$ cat src/rtl/cg_reload_timer.sv
// Down-counting reload timer: loads R, counts to zero, pulses o_expire, then stops or reloads.
// Optional prescaler enabled by defining CG_TIMER_PRESCALE_EN.
module cg_reload_timer #(
    parameter int DATA_WIDTH = 32
`ifdef CG_TIMER_PRESCALE_EN
    , parameter int PRESCALE_WIDTH = 8
`endif
) (
    input  logic                  i_clk,
    input  logic                  i_rstn,
`ifdef CG_TIMER_PRESCALE_EN
    input  logic [PRESCALE_WIDTH-1:0] i_prescale,
`endif
    input  logic                  i_start,
    input  logic                  i_load,
    input  logic                  i_cancel,
    input  logic                  i_stop,
    input  logic                  i_periodic,
    input  logic [DATA_WIDTH-1:0] i_reload,
    input  logic                  i_irq_clr,
    output logic [DATA_WIDTH-1:0] o_count,
    output logic                  o_expire,
    output logic                  o_irq,
    output logic                  o_running
);

    typedef enum logic [1:0] {IDLE, RUN, EXPIRED} state_t;

    state_t                state, state_n;
    logic [DATA_WIDTH-1:0] count, count_n;
    logic                  expire, expire_n;
    logic                  irq, irq_n;
    logic                  mode, mode_n;
    logic                  at_div;

`ifdef CG_TIMER_PRESCALE_EN
    logic [PRESCALE_WIDTH-1:0] presc, presc_n;
    assign at_div = (presc == i_prescale);
`else
    assign at_div = 1'b1;
`endif

    always_comb begin
        state_n  = state;
        count_n  = count;
        expire_n = 1'b0;
        mode_n   = mode;
`ifdef CG_TIMER_PRESCALE_EN
        presc_n  = presc;
`endif
        if (i_cancel) begin
            state_n = IDLE;
        end else if (i_start) begin
            count_n = i_reload;
            mode_n  = i_periodic;
            state_n = RUN;
`ifdef CG_TIMER_PRESCALE_EN
            presc_n = '0;
`endif
        end else if (i_load) begin
            count_n = i_reload;
`ifdef CG_TIMER_PRESCALE_EN
            presc_n = '0;
`endif
        end else if (state == RUN && !i_stop) begin
`ifdef CG_TIMER_PRESCALE_EN
            presc_n = at_div ? '0 : presc + PRESCALE_WIDTH'(1);
`endif
            if (at_div) begin
                if (count != '0) begin
                    count_n = count - DATA_WIDTH'(1);
                end else begin
                    // Zero never decrements: it either reloads live or parks in EXPIRED.
                    expire_n = 1'b1;
                    if (mode) count_n = i_reload;
                    else      state_n = EXPIRED;
                end
            end
        end
        // Set beats clear when both land on the same edge.
        irq_n = expire_n | (irq & ~i_irq_clr);
    end

    always_ff @(posedge i_clk) begin
        if (!i_rstn) begin
            state  <= IDLE;
            count  <= '0;
            expire <= 1'b0;
            irq    <= 1'b0;
            mode   <= 1'b0;
`ifdef CG_TIMER_PRESCALE_EN
            presc  <= '0;
`endif
        end else begin
            state  <= state_n;
            count  <= count_n;
            expire <= expire_n;
            irq    <= irq_n;
            mode   <= mode_n;
`ifdef CG_TIMER_PRESCALE_EN
            presc  <= presc_n;
`endif
        end
    end

    assign o_count   = count;
    assign o_expire  = expire;
    assign o_irq     = irq;
    assign o_running = (state == RUN);

endmodule

$ cat config.mk
export PLATFORM = sky130hd
export DESIGN_NAME = cg_reload_timer
export DESIGN_NICKNAME = d
export VERILOG_FILES = /design/src/rtl/cg_reload_timer.sv
export SDC_FILE = /design/constraint.sdc
export NUM_CORES = 1
export LEC_CHECK = 0
export CORE_MARGIN = 8
export CORE_UTILIZATION = 47
export DETAILED_ROUTE_END_ITERATION = 8
export HOLD_SLACK_MARGIN = 0.08
export PLACE_DENSITY = 0.91
export SLEW_MARGIN = 30
export SYNTH_ARGS = -nofsm -noshare
export SYNTH_HDL_FRONTEND = slang
export SYNTH_SLANG_ARGS = --single-unit
export TNS_END_PERCENT = 50
$ cat constraint.sdc
create_clock -name i_clk -period 3.4 [get_ports i_clk]
set_input_delay 0.68 -clock i_clk [delete_from_list [all_inputs] [get_ports i_clk]]
set_output_delay 0.68 -clock i_clk [all_outputs]
set_load 0.02 [all_outputs]
# After elaboration in Yosys (flattened, before gate mapping)
# Cells that the tools add are included.
dict set report totals {
  reg_bits 37
  inputBits 40
  output_inout_bits 35
}
dict set report op_classes {
  n_addsub 1
  n_eq_ne 4
  muxes 15
  bitwise_logic 8
  n_reduce_logical 12
}
# operator count
set op_table {}
lappend op_table {{$mux W32} 5}
lappend op_table {{$reduce_bool A32 Y1} 1}
lappend op_table {{$sub A32 B1 Y32 const B} 1}
lappend op_table {{$mux W1} 10}
lappend op_table {{$reduce_and A4 Y1} 2}
lappend op_table {{$ne A2 B2 Y1 const B} 3}
lappend op_table {{$not A1 Y1} 6}
lappend op_table {{$reduce_bool A4 Y1} 1}
lappend op_table {{$reduce_and A3 Y1} 1}
lappend op_table {{$reduce_bool A3 Y1} 1}
lappend op_table {{$reduce_or A3 Y1} 1}
lappend op_table {{$eq A2 B1 Y1 const B} 1}
lappend op_table {{$reduce_and A2 Y1} 1}
lappend op_table {{$reduce_bool A2 Y1} 1}
lappend op_table {{$reduce_or A2 Y1} 1}
lappend op_table {{$and A1 B1 Y1} 1}
lappend op_table {{$logic_and A1 B1 Y1} 1}
lappend op_table {{$logic_not A1 Y1} 1}
lappend op_table {{$or A1 B1 Y1} 1}

# Logic depth before layout (Yosys ltp)
dict set report depth {
  word_depth 7
  mapped_depth 10
}

# Worst setup path before layout
# No wires, ideal clock.
dict set report synth_path {
  kind {register to register}
  startpoint {register count[16] (netlist: o_count[16])}
  endpoint {register count[30] (netlist: o_count[30])}
  setup_time_ps 74
  arrival_time_ps 2725
  t_required_ps 3326
  setup_slack_ps 600
  path_stages_with_launch 8
  period_less_slack_ps 2800
  path_cell_list {dfxtp_1 or3_4 or4_4 buf_6 or4_4 or3_1 or4_1 a31oi_1}
}
dict set report synth_between {
  elab_chain_cells 5
  word_cells_on_any_way 8
}
# item line
set synth_rtl {}
lappend synth_rtl {{start: declaration} 30} ;# logic [DATA_WIDTH-1:0] count, count_n;
lappend synth_rtl {{start signal: assignment} 96} ;# count <= count_n;
lappend synth_rtl {{$sub A32 B1 Y32 / $reduce_bool A32 Y1 (equally long branches)} {71, 70}}
lappend synth_rtl {{$mux W32} 70} ;# if (count != '0) begin
lappend synth_rtl {{$mux W32} 65} ;# end else if (state == RUN && !i_stop) begin
lappend synth_rtl {{$mux W32} 60} ;# end else if (i_load) begin
lappend synth_rtl {{$mux W32} 53} ;# end else if (i_start) begin
# Parallel ways exist; a longest one is shown, timed or not. The select of a mux whose other input is x is not followed.
# A chain may end at the register's enable or synchronous reset.

# Worst setup path in the final report
# Ends and elaborated chain as after synthesis.

==> results.yml <==
timing:
  slew_violations: 0
  slew_headroom: 0.547
  tightest_slew_ns: 0.674
  period_minus_slack_ns: 2.84
  fin_setup_tns_ns: 0
  rsz0062_at_grt: "false"
  timing.final.hold_violations: 0
  fmax_mhz: 352
  setup_viol: 0
  period_share: 0.837
  skew_ns: 0.00397
setup_path:
  reg2reg_depth: 6
  path_max_fanout: 10
  critical_path_class: "reg2reg"
  cp.arrival_ns: 3.07
  r2r_slack_ns: 0.56
  worstSetupStartpointType: "register"
  end_kind: "register"
  worstReg2RegStart: "o_count[16]"
  required_ns: 3.62
  reg2reg_to: "o_count[30]"
detailed_routing:
  vias: 2980
  vias_per_cell: 6.39
  wirelength_mm: 8.34
  antenna_left: 0
  wl_per_cell_microns: 17.9
  drc: 0
  dr.first_iter.drc_count: 367
  dr.pass1.iters: 5
logic_synthesis:
  synth-edff-count: 0
  synthCells: 321
  yosysWarnings: 0
  synth_area_sq_um: 2360
  synth.distinct_cells: 43
  async_flop_share: 0
  syn_nets: 363
  seq_area_frac_synth: 0.314
  synth_seq_cells: 37
  ys.flop_type: "dfxtp_1"
  syn_area_per_cell_sq_um: 7.35
clock_network:
  cts_made_buffers: 5
  cts_hold_buf: 0
  cts_max_level: 2
  cts_tree: "built"
  clkTransAtPathRegs_ns: 0.08
  cts-resized-gates: 0
  post_cts_buffers: 0
  cts.path.max_buffers: 2
  clkLatencyLatePin_ns: 0.29
  clock-sinks: 37
  clockRootBuffer: "clkbuf_8"
power_and_ir_drop:
  internal_power_mw: 0.913
  switchingPower_mw: 0.482
  p_per_area_nw_per_um2: 417
  clkPwrFrac: 0.288
  p_seq_frac: 0.361
  p_sw_frac: 0.346
  peakVddDrop_v: 0.000267
  combPwrFrac: 0.351
  leakagePower_nw: 1.20
placed_design:
  io_buffers: 74
  gp_congestion: 0.985
  place_area_sq_um: 3230
  hpwl_mm: 6.07
final_layout:
  drive_above_1_share: 0.0877
  final_nets: 440
  finish.instance_area_sq_um: 3350
  antenna_cells: 0
  syn_to_final_growth_pct: 41.9
global_route:
  grt_usage: 0.212
  overflow: 0
  grt_pass1_wl_mm: 13.1
  grt_pass1_vias: 2767
  grt_start_max_net_pins: 28
  antenna_found_initial: 0
floorplan:
  rows: 25
  die_w_microns: 86.9
  start_util: 0.493
  dieArea_sq_um: 7540
  core-area_sq_um: 4790
  io-pin-count: 75
  chipHeight_microns: 86.9
worst_hold_path:
  hp-start: "o_irq"
  hp-class: "reg2reg"
  min_path_cells: 2
  min_to: "o_irq"
run:
  maxCapViolCount: 0
status:
  status: "completed"
[layer usage]
| metal | vias to the layer above | routed length (microns) | part of all wire | track usage |
|---|---|---|---|---|
| met5 | - | 0 | 0 | 0 |
| met4 | 0 | 241 | 0.029 | 0.0845 |
| met3 | 35 | 875 | 0.10 | 0.0491 |
| met2 | 217 | 3710 | 0.44 | 0.339 |
| met1 | 1347 | 3510 | 0.42 | 0.268 |
| li1 | 1381 | - | - | - |
[cells in the mapped netlist, types with 2 or more instances]
| master | number | share of area |
|---|---|---|
| clkbuf_1 | 13 | 0.021 |
| nor3_1 | 23 | 0.049 |
| mux2i_1 | 4 | 0.017 |
| o31ai_1 | 3 | 0.0095 |
| or3_2 | 4 | 0.013 |
| nor2_1 | 34 | 0.054 |
| o211ai_1 | 10 | 0.032 |
| o22a_1 | 3 | 0.011 |
| nand3_1 | 8 | 0.017 |
| or4_1 | 6 | 0.019 |
| nor2b_1 | 3 | 0.0080 |
| o21bai_1 | 3 | 0.0095 |
| ha_1 | 2 | 0.011 |
| nand2_1 | 27 | 0.043 |
| o22ai_1 | 8 | 0.021 |
| o21ai_0 | 15 | 0.032 |
| o21a_1 | 5 | 0.016 |
| o41ai_1 | 4 | 0.015 |
| dfxtp_1 | 37 | 0.31 |
| or3_1 | 5 | 0.013 |
| nand4_1 | 7 | 0.019 |
| nand3b_1 | 2 | 0.0064 |
| a31oi_1 | 6 | 0.016 |
| buf_2 | 2 | 0.0042 |
| or4_4 | 2 | 0.0095 |
| nor4_1 | 12 | 0.032 |
| nand2b_1 | 4 | 0.011 |
| and4_1 | 3 | 0.011 |
| a21oi_1 | 38 | 0.081 |
| and3_1 | 7 | 0.019 |
| buf_4 | 2 | 0.0064 |
| nor3b_1 | 3 | 0.0095 |
| inv_1 | 3 | 0.0048 |
| a211oi_1 | 2 | 0.0064 |
| or2_2 | 2 | 0.0053 |
| buf_6 | 2 | 0.0095 |
[power by group through the flow]
| stage | registers, mW | clock network (mW) | logic, mW |
|---|---|---|---|
| after floorplan | 0.535 | 0 | 0.249 |
| after global placement | 0.510 | 0 | 0.466 |
| after detailed placement | 0.511 | 0 | 0.476 |
| after CTS | 0.501 | 0.402 | 0.478 |
| after global routing | 0.508 | 0.421 | 0.521 |
| final | 0.503 | 0.402 | 0.490 |
[worst max-delay path, stage by stage (launching register included)]
cell	delay (ns)
dfxtp_1	0.37
or3_4	0.41
or4_4	0.52
or4_4	0.56
or3_1	0.35
or4_1	0.40
a31oi_1	0.16
[placed cells by master (no fill, tap or decap), drive strengths merged, types with 8 or more instances in the layout]
cell type      Yosys  routed
nor4              12      12
nand3              8       8
buf                6      15
o21ai             15      15
o211ai            10      10
a21oi             38      38
or4                9       9
nand2             27      27
clkdlybuf4s50      0      74
dfxtp             37      37
or3               10      10
nor2              34      34
nor3              23      23
o22ai              8       8
[how the worst max path moves through the flow]
stage	from	end	slack [ns]	depth (start not counted)
global route	i_start	o_count[30]	0.41	8
global placement	i_start	o_count[13]	0.46	8
floorplan	o_count[16]	o_count[30]	0.60	7
finish	o_count[16]	o_count[30]	0.56	6
detailed placement	i_start	o_count[30]	0.39	8
CTS	o_count[16]	o_count[30]	0.59	6
[final cells by class]
class,instances,area (sq um)
well taps,67,83.8
clock buffers,7,86.3
fillers,397,1440
clock inverters,1,30.0
repair buffers,89,866
flip-flops and latches,37,741
multi-input cells,262,1530
inverters,3,11.3
[sequential cells by signal (all words and copies together) (netlist names)]
signal and count:
mode 1, o_expire 1, state 2, o_count 32, o_irq 1
[through the flow]
| stage | utilization | hold slack [ns] | instances | total power [mW] | setup slack (ns) |
|---|---|---|---|---|---|
| after CTS | 0.700 | 0.463 | 466 | 1.38 | 0.586 |
| after global routing | 0.700 | 0.505 | 466 | 1.45 | 0.412 |
| after detailed placement | 0.676 | 0.451 | 458 | 0.986 | 0.390 |
| after global placement | 0.676 | 0.449 | 458 | 0.976 | 0.463 |
| final | 0.700 | 0.459 | 466 | 1.40 | 0.555 |
| after floorplan | - | 0.457 | 321 | 0.784 | 0.600 |
[cells by family (layout without fill, tap and decap cells)]
group | count (synthesis) | count (layout) | share of synthesized area
AO/OA/AOI/OAI | 102 | 102 | 0.267
buffers and inverters | 22 | 100 | 0.0456
multiplexers | 4 | 4 | 0.0170
flip-flops | 37 | 37 | 0.314
AND/OR/NAND/NOR | 154 | 154 | 0.346
adder cells (fa/ha/maj) | 2 | 2 | 0.0106
Note: power is estimated with default switching activity, not from simulation.
